[config.mk]
export PLATFORM = sky130hd
export DESIGN_NAME = sync_filter
export DESIGN_NICKNAME = d
export VERILOG_FILES = /design/src/rtl/sync_filter.sv
export SDC_FILE = /design/constraint.sdc
export NUM_CORES = 1
export LEC_CHECK = 0
export BUFFER_PORTS_ARGS = -buffer_cell sky130_fd_sc_hd__buf_2
export CAP_MARGIN = 25
export CORE_AREA = 8 8 45 47
export DETAILED_ROUTE_END_ITERATION = 8
export DIE_AREA = 0 0 53 55
export PLACE_DENSITY_LB_ADDON = 0.3
export SLEW_MARGIN = 30
export SYNTH_ARGS = -nofsm -noshare
export SYNTH_HDL_FRONTEND = slang
export SYNTH_SLANG_ARGS = --single-unit
[constraint.sdc]
create_clock -name clk -period 3.23 [get_ports clk]
set_clock_uncertainty 0.15 [all_clocks]
set_input_delay 0.646 -clock clk [delete_from_list [all_inputs] [get_ports clk]]
set_output_delay 0.646 -clock clk [all_outputs]
set_load 0.05 [all_outputs]
[src/rtl/sync_filter.sv]
// sync_filter
//   Multi-channel input synchroniser with a per-channel glitch filter.
//   Each channel of 'in' passes through a STAGES-deep resync chain. The last
//   stage (s) must differ from 'out' for FILTER consecutive enabled edges
//   before 'out' takes the new level. A single sample agreeing with 'out'
//   clears that channel's count, so no partial credit survives a bounce.
//   All outputs are registered in clk.
//
// Parameters
//   WIDTH     number of independent channels (>=1)
//   STAGES    resync flops per channel (>=2)
//   FILTER    consecutive differing samples needed to update out (>=1)
//   RESET_VAL value loaded into the sync chain and out during reset
//
// Ports
//   clk      in   rising-edge clock for every flop
//   rstb     in   synchronous active-low reset
//   in       in   [WIDTH] asynchronous channel inputs
//   en       in   filter enable; when low the counters clear and out holds
//   out      out  [WIDTH] filtered, synchronised levels
//   changed  out  [WIDTH] one-cycle strobe when out[i] toggles
//   busy     out  [WIDTH] filter counter for channel i is non-zero
//   rise     out  [WIDTH] out[i] updated 0->1 (only with SYNC_FILTER_EDGE_EN)
//   fall     out  [WIDTH] out[i] updated 1->0 (only with SYNC_FILTER_EDGE_EN)
//
// Optional feature macro: SYNC_FILTER_EDGE_EN adds the rise/fall outputs.

module sync_filter #(
    parameter int               WIDTH     = 1,
    parameter int               STAGES    = 2,
    parameter int               FILTER    = 4,
    parameter logic [WIDTH-1:0] RESET_VAL = {WIDTH{1'b0}}
) (
    input  logic             clk,
    input  logic             rstb,
    input  logic [WIDTH-1:0] in,
    input  logic             en,
    output logic [WIDTH-1:0] out,
    output logic [WIDTH-1:0] changed,
    output logic [WIDTH-1:0] busy
`ifdef SYNC_FILTER_EDGE_EN
    ,
    output logic [WIDTH-1:0] rise,
    output logic [WIDTH-1:0] fall
`endif
);

    // Counter must be able to hold FILTER-1; sized as $clog2(FILTER+1).
    localparam int             CW       = $clog2(FILTER + 1);
    localparam logic [CW-1:0]  CNT_LAST = CW'(FILTER - 1);
    localparam logic [CW-1:0]  CNT_ONE  = CW'(1);

    generate
        if (STAGES < 2 || FILTER < 1) begin : g_bad_params
            $error("sync_filter: STAGES must be >= 2 and FILTER must be >= 1");
        end
    endgenerate

    logic [STAGES-1:0][WIDTH-1:0] sync_q, sync_d;
    logic [WIDTH-1:0][CW-1:0]     cnt_q, cnt_d;
    logic [WIDTH-1:0]             out_q, out_d;
    logic [WIDTH-1:0]             changed_q, changed_d;
    logic [WIDTH-1:0]             busy_q, busy_d;
    logic [WIDTH-1:0]             s;
`ifdef SYNC_FILTER_EDGE_EN
    logic [WIDTH-1:0]             rise_q, rise_d;
    logic [WIDTH-1:0]             fall_q, fall_d;
`endif

    // Stage 0 takes the raw input; the last stage feeds the filter.
    assign s = sync_q[STAGES-1];

    always_comb begin
        sync_d    = {sync_q[STAGES-2:0], in};
        out_d     = out_q;
        cnt_d     = '0;
        changed_d = '0;
        busy_d    = '0;
`ifdef SYNC_FILTER_EDGE_EN
        rise_d    = '0;
        fall_d    = '0;
`endif
        for (int i = 0; i < WIDTH; i++) begin
            // With en low or s agreeing with out the count simply stays at 0.
            if (en && (s[i] != out_q[i])) begin
                if (cnt_q[i] == CNT_LAST) begin
                    out_d[i]     = s[i];
                    changed_d[i] = 1'b1;
                end else begin
                    cnt_d[i] = cnt_q[i] + CNT_ONE;
                end
            end
            busy_d[i] = (cnt_d[i] != '0);
`ifdef SYNC_FILTER_EDGE_EN
            rise_d[i] = changed_d[i] & s[i];
            fall_d[i] = changed_d[i] & ~s[i];
`endif
        end
    end

    always_ff @(posedge clk) begin
        if (!rstb) begin
            sync_q    <= {STAGES{RESET_VAL}};
            out_q     <= RESET_VAL;
            cnt_q     <= '0;
            changed_q <= '0;
            busy_q    <= '0;
`ifdef SYNC_FILTER_EDGE_EN
            rise_q    <= '0;
            fall_q    <= '0;
`endif
        end else begin
            sync_q    <= sync_d;
            out_q     <= out_d;
            cnt_q     <= cnt_d;
            changed_q <= changed_d;
            busy_q    <= busy_d;
`ifdef SYNC_FILTER_EDGE_EN
            rise_q    <= rise_d;
            fall_q    <= fall_d;
`endif
        end
    end

    assign out     = out_q;
    assign changed = changed_q;
    assign busy    = busy_q;
`ifdef SYNC_FILTER_EDGE_EN
    assign rise    = rise_q;
    assign fall    = fall_q;
`endif

endmodule
==> flow_summary.yaml, run 1 <==
route:
  wirelength_met1_um: 226
  wl_met3_um: 67
  top_layer: "met4"
  vias: 212
  wl_per_cell_um: 10.63
  wl_um: 553
  wl_met2_um: 250
  drc_errors: 0
  drt_iter0_drc: 1
  ant_nets: 0
  avgViaCountPerCell: 4.077
  drt_first_pass_iters: 2
layout:
  drive_gt1_share_pct: 47.22
  final_cell_mix: "dfxtp_1, buf_2, clkbuf_4"
  nets: 43
  final_core_utilization_pct: 27.67
  final_common_cell: "dfxtp_1"
  antenna_cells: 0
  syn_to_final_growth_pct: 23.39
power_and_ir_drop:
  intPower_mw: 0.1459
  peakVddDrop_uv: 182.4
  power_frac_seq_pct: 55.5
  leakage_nw: 0.1735
  sw_frac_of_total_pct: 19.93
  p_clk_share_pct: 40.7
  power.density_nw_per_um2: 475.9
  p_sw_mw: 0.03631
  combPwrFrac_pct: 3.8
grt:
  overflow: 0
  antenna_found_initial: 0
  grt_pass1_vias: 235
  grt_max_degree: 6
  track_usage_pct: 4.874
  grt_pass1_wl_um: 931
yosys:
  synth.cell_area_um2: 310.3
  seq_area_frac_synth_pct: 51.61
  synthTopCellsByArea: "dfxtp_1, nor3_2, nor2b_4, and2_1, ha_1"
  syn_avg_cell_area_um2: 11.49
  synth_top_family_by_area: "simple AND/OR/NAND/NOR gates"
  yosysTopAreaCell: "dfxtp_1"
  yosysWarnings: 0
  synth-simple-area-share_pct: 30.65
  ys_types: 16
  muxShareOfSynthArea_pct: 0
  synthCells: 27
  synth_nets: 32
  synthXorXnorAreaFrac_pct: 2.823
  ys_ff_latch: 8
  synth_top_area_share_pct: 51.61
  synth_fa_ha_area_share_pct: 7.661
  synth_compound_area_share_pct: 6.048
die:
  fp-row-count: 14
  ios: 7
  core_um2: 1384
  fp.dieH_um: 55
  dieWidth_um: 53
  dieArea_um2: 2915
  initial_core_util_pct: 22.42
cts:
  cts_tree: "yes"
  clkSinkCount: 8
  post_cts_buffers: 0
  h-tree-depth: 1
  insertion_delay_ps: 250
  cts_buffers: 3
  holdBufCountCts: 0
  cts_resized: 0
  clockBufferDepth: 2
  clockRootBuffer: "clkbuf_4"
  clkTransAtPathRegs_ps: 50
placed_design:
  hpwl_um: 445.6
  place_congestion: 0.6933
  io_buffers: 6
critical_path:
  required_ps: 2430
  slowest_delay_ps: 360
  path_max_fanout: 3
  cp-start-kind: "flip-flop"
  crit_chain: "buf_2"
  cp-end-kind: "output port"
  path_buf_inv: 1
  worstPathArrival_ps: 880
  cpMaxStageDelayCell: "dfxtp_1"
  path_delay_family: "flip-flops"
  criticalPathCategory: "reg -> out"
run_status:
  status: "completed"
sta:
  period_needed_ps: 1679
  relSlewSlack_pct: 83.39
  fmax_ghz: 0.5955
  drv_slew: 0
  worst_pin_slew_ps: 250.8
  setup_viol: 0
  tns_ps: 0
  period_share_pct: 51.99
  rsz0062_at_grt: "no"
  hold_viol: 0
flow_run:
  maxCapViolations: 0
min_path:
  hold_class: "reg -> reg"
## power by group through the flow
stage / registers (mW) / clock network, mW / logic (mW)
after floorplan: 0.104 / 0 / 0.00278
after global placement: 0.103 / 0 / 0.00664
after detailed placement: 0.103 / 0 / 0.00707
after CTS: 0.101 / 0.0783 / 0.00704
after global routing: 0.101 / 0.0858 / 0.00754
final: 0.101 / 0.0741 / 0.00693
## registers in the layout (all words and copies together), names as in the netlist
signal	count
cnt_q	3
changed	1
out	1
sync_d	1
busy	1
s	1
## logic make-up (layout without fill, tap and decap cells)
kind of cell	Yosys count	after routing
AOI/OAI and AO/OA	2	2
xor gates and xnor gates	1	1
adders and majority gates	2	2
buffers and inverters	1	10
DFF	8	8
and+or+nand+nor	13	13
## cells in the mapped netlist (all sizes together)
cell type  number
a41o            1
nor2b           1
maj3            1
dfxtp           8
a21oi           1
and2b           1
and2            2
ha              1
xor2            1
nand3           1
nor3            2
nor2            3
or2b            1
nand2           2
inv             1
## layer usage
| metal | vias up | GRT usage (%) |
|---|---|---|
| met5 | - | 0 |
| met4 | 0 | 6.466 |
| met3 | 2 | 3.476 |
| met2 | 7 | 6.641 |
| met1 | 94 | 4.128 |
| li1 | 109 | - |
## final timing paths
kind / from / to / slack [ps] / cells past startpoint
worst min-delay path: sync_d[1] / s / 280 / 1
worst max-delay path: out / out / 1550 / 1
worst min register to register: sync_d[1] / s / 280 / 1
worst max register to register: cnt_q[0] / out / 1900 / 4
## through the flow
stage	cell area [um^2]	worst slack (ps)	hold WS (ps)	cells	total power [mW]
3_5_place_dp	360.3	1815	279.0	49	0.1103
2_1_floorplan	310.3	1802	261.8	27	0.1065
6_report	382.9	1551	280.1	52	0.1822
3_3_place_gp	360.3	1824	271.6	49	0.1097
4_1_cts	382.9	1541	284.8	52	0.1864
5_1_grt	382.9	1510	316.0	52	0.1945
## cell type report
type                    instances  area [um^2]
fillers                       145         1001
well taps                      16        20.02
inverters                       1        3.754
multi-input cells              18        146.4
flip-flops and latches          8        160.2
repair buffers                  6        30.03
clock buffers                   3        22.52
Note: power is estimated with default switching activity, not from simulation.
==> run 2: changes to the inputs <==
==> constraint.sdc (replaced) <==
create_clock -name clk -period 1.6 [get_ports clk]
set_clock_uncertainty 0.15 [all_clocks]
set_input_delay 0.32 -clock clk [delete_from_list [all_inputs] [get_ports clk]]
set_output_delay 0.32 -clock clk [all_outputs]
set_load 0.05 [all_outputs]
==> run 2 against run 1 <==
Clock power grew 110%. Register-to-register slack lost 1600 ps. Sequential share of layout area is the same. Sequential cell count is the same. Critical path type unchanged. Core utilization is the same. Hold slack lost 150 ps. Critical path depth is the same.
==> flow_summary.yaml, run 2 (synthesis gave the netlist of run 1 again) <==
run_status:
  status: "completed"
layout:
  antenna_cells: 0
  regMostFlops: "cnt_q"
  drive_gt1_share_pct: 47.22
  largest_reg_flops: 3
  final.fill_count: 151
  final_common_cell: "dfxtp_1"
  nets: 43
  stdcell_count: 52
  syn_to_final_growth_pct: 23.39
  final_cell_mix: "dfxtp_1, buf_2, clkbuf_4"
sta:
  fmax_ghz: 0.7207
  hold_viol: 0
  period_share_pct: 86.72
  rsz0062_at_grt: "no"
  drv_slew: 0
  setup_viol: 0
  worst_pin_slew_ps: 255.2
  relSlewSlack_pct: 83.10
  tns_ps: 0
  period_needed_ps: 1387
route:
  wl_per_cell_um: 11.27
  drt_iter0_drc: 0
  avgViaCountPerCell: 4.288
  wl_um: 586
  drt_first_pass_iters: 1
  drc_errors: 0
  vias: 223
  ant_nets: 0
die:
  core_um2: 1384
  fp-row-count: 14
  ios: 7
  fp.dieH_um: 55
  dieArea_um2: 2915
  initial_core_util_pct: 22.42
  dieWidth_um: 53
cts:
  clkSinkCount: 8
  h-tree-depth: 1
  clkTransAtPathRegs_ps: 50
  cts_tree: "yes"
  cts_buffers: 3
  clockRootBuffer: "clkbuf_4"
  cts_resized: 0
  holdBufCountCts: 0
  insertion_delay_ps: 260
  post_cts_buffers: 0
  clockBufferDepth: 2
grt:
  track_usage_pct: 5.522
  grt_pass1_vias: 275
  grt_pass1_wl_um: 1048
  overflow: 0
  grt_max_degree: 6
  antenna_found_initial: 0
critical_path:
  cp.depth: 1
  reg2regPathDepth: 4
  path_buf_inv: 1
  cp-start-kind: "flip-flop"
  crit_chain: "buf_2"
  rrSetupSlack_ps: 280
  r2r-end: "out"
  required_ps: 1130
  path_delay_family: "flip-flops"
  criticalPathCategory: "reg -> out"
  worstPathArrival_ps: 920
  path_max_fanout: 3
  crit_path_end: "out"
  cp-end-kind: "output port"
  slowest_delay_ps: 370
  cpMaxStageDelayCell: "dfxtp_1"
  crit_path_start: "out"
  reg2reg_from: "cnt_q[0]"
placed_design:
  io_buffers: 6
  dp_cells: 49
  place_congestion: 0.6579
min_path:
  hold_class: "in -> reg"
flow_run:
  maxCapViolations: 0
power_and_ir_drop:
  power.density_nw_per_um2: 974.6
  peakVddDrop_uv: 355.7
  leakage_nw: 0.1735
run 2: report_power, final:
group          leakage (nW)  internal (mW)  switching, mW
logic                0.0947        0.00639        0.00763
clock network        0.0138         0.0858         0.0689
registers            0.0649          0.203        0.00163
run 2: stage by stage:
| step | hold WS, ps | area [um^2] | power, mW | util [%] | worst slack (ps) |
|---|---|---|---|---|---|
| detailed placement | 285.3 | 360.3 | 0.2227 | 26.04 | 282.1 |
| global route | 115.2 | 382.9 | 0.3941 | 27.67 | 186.1 |
| finish | 125.4 | 382.9 | 0.3731 | 27.67 | 212.6 |
| global placement | 270.4 | 360.3 | 0.2215 | 26.04 | 324.9 |
| CTS | 118.5 | 382.9 | 0.3829 | 27.67 | 205.9 |
| floorplan | 261.8 | 310.3 | 0.2150 | - | 278.9 |
run 2: area by class of cell:
type | instances | area (um^2) | area share (%)
clock buffers | 3 | 22.52 | 5.882
inverters | 1 | 3.754 | 0.9804
multi-input cells | 18 | 146.4 | 38.24
flip-flops and latches | 8 | 160.2 | 41.83
well taps | 16 | 20.02 | 5.229
repair buffers | 6 | 30.03 | 7.843
run 2: metal layers:
metal  vias up  wire length [um]  GRT usage [%]  part of all wire (%)
met5         -                 0              0                     0
met4         0                41          9.052                   7.0
met3         5                44          2.674                   7.5
met2        10               256          8.398                    44
met1        99               244          4.110                    42
li1        109                 -              -                     -
run 2: how the worst min path moves through the flow:
stage               from         to  slack [ps]  cells past startpoint
2_1_floorplan  sync_d[1]          s         260                      1
3_3_place_gp   sync_d[1]          s         270                      1
3_5_place_dp   sync_d[1]          s         290                      1
4_1_cts               in  sync_d[1]         120                      2
5_1_grt               in  sync_d[1]         120                      2
6_report              in  sync_d[1]         130                      2
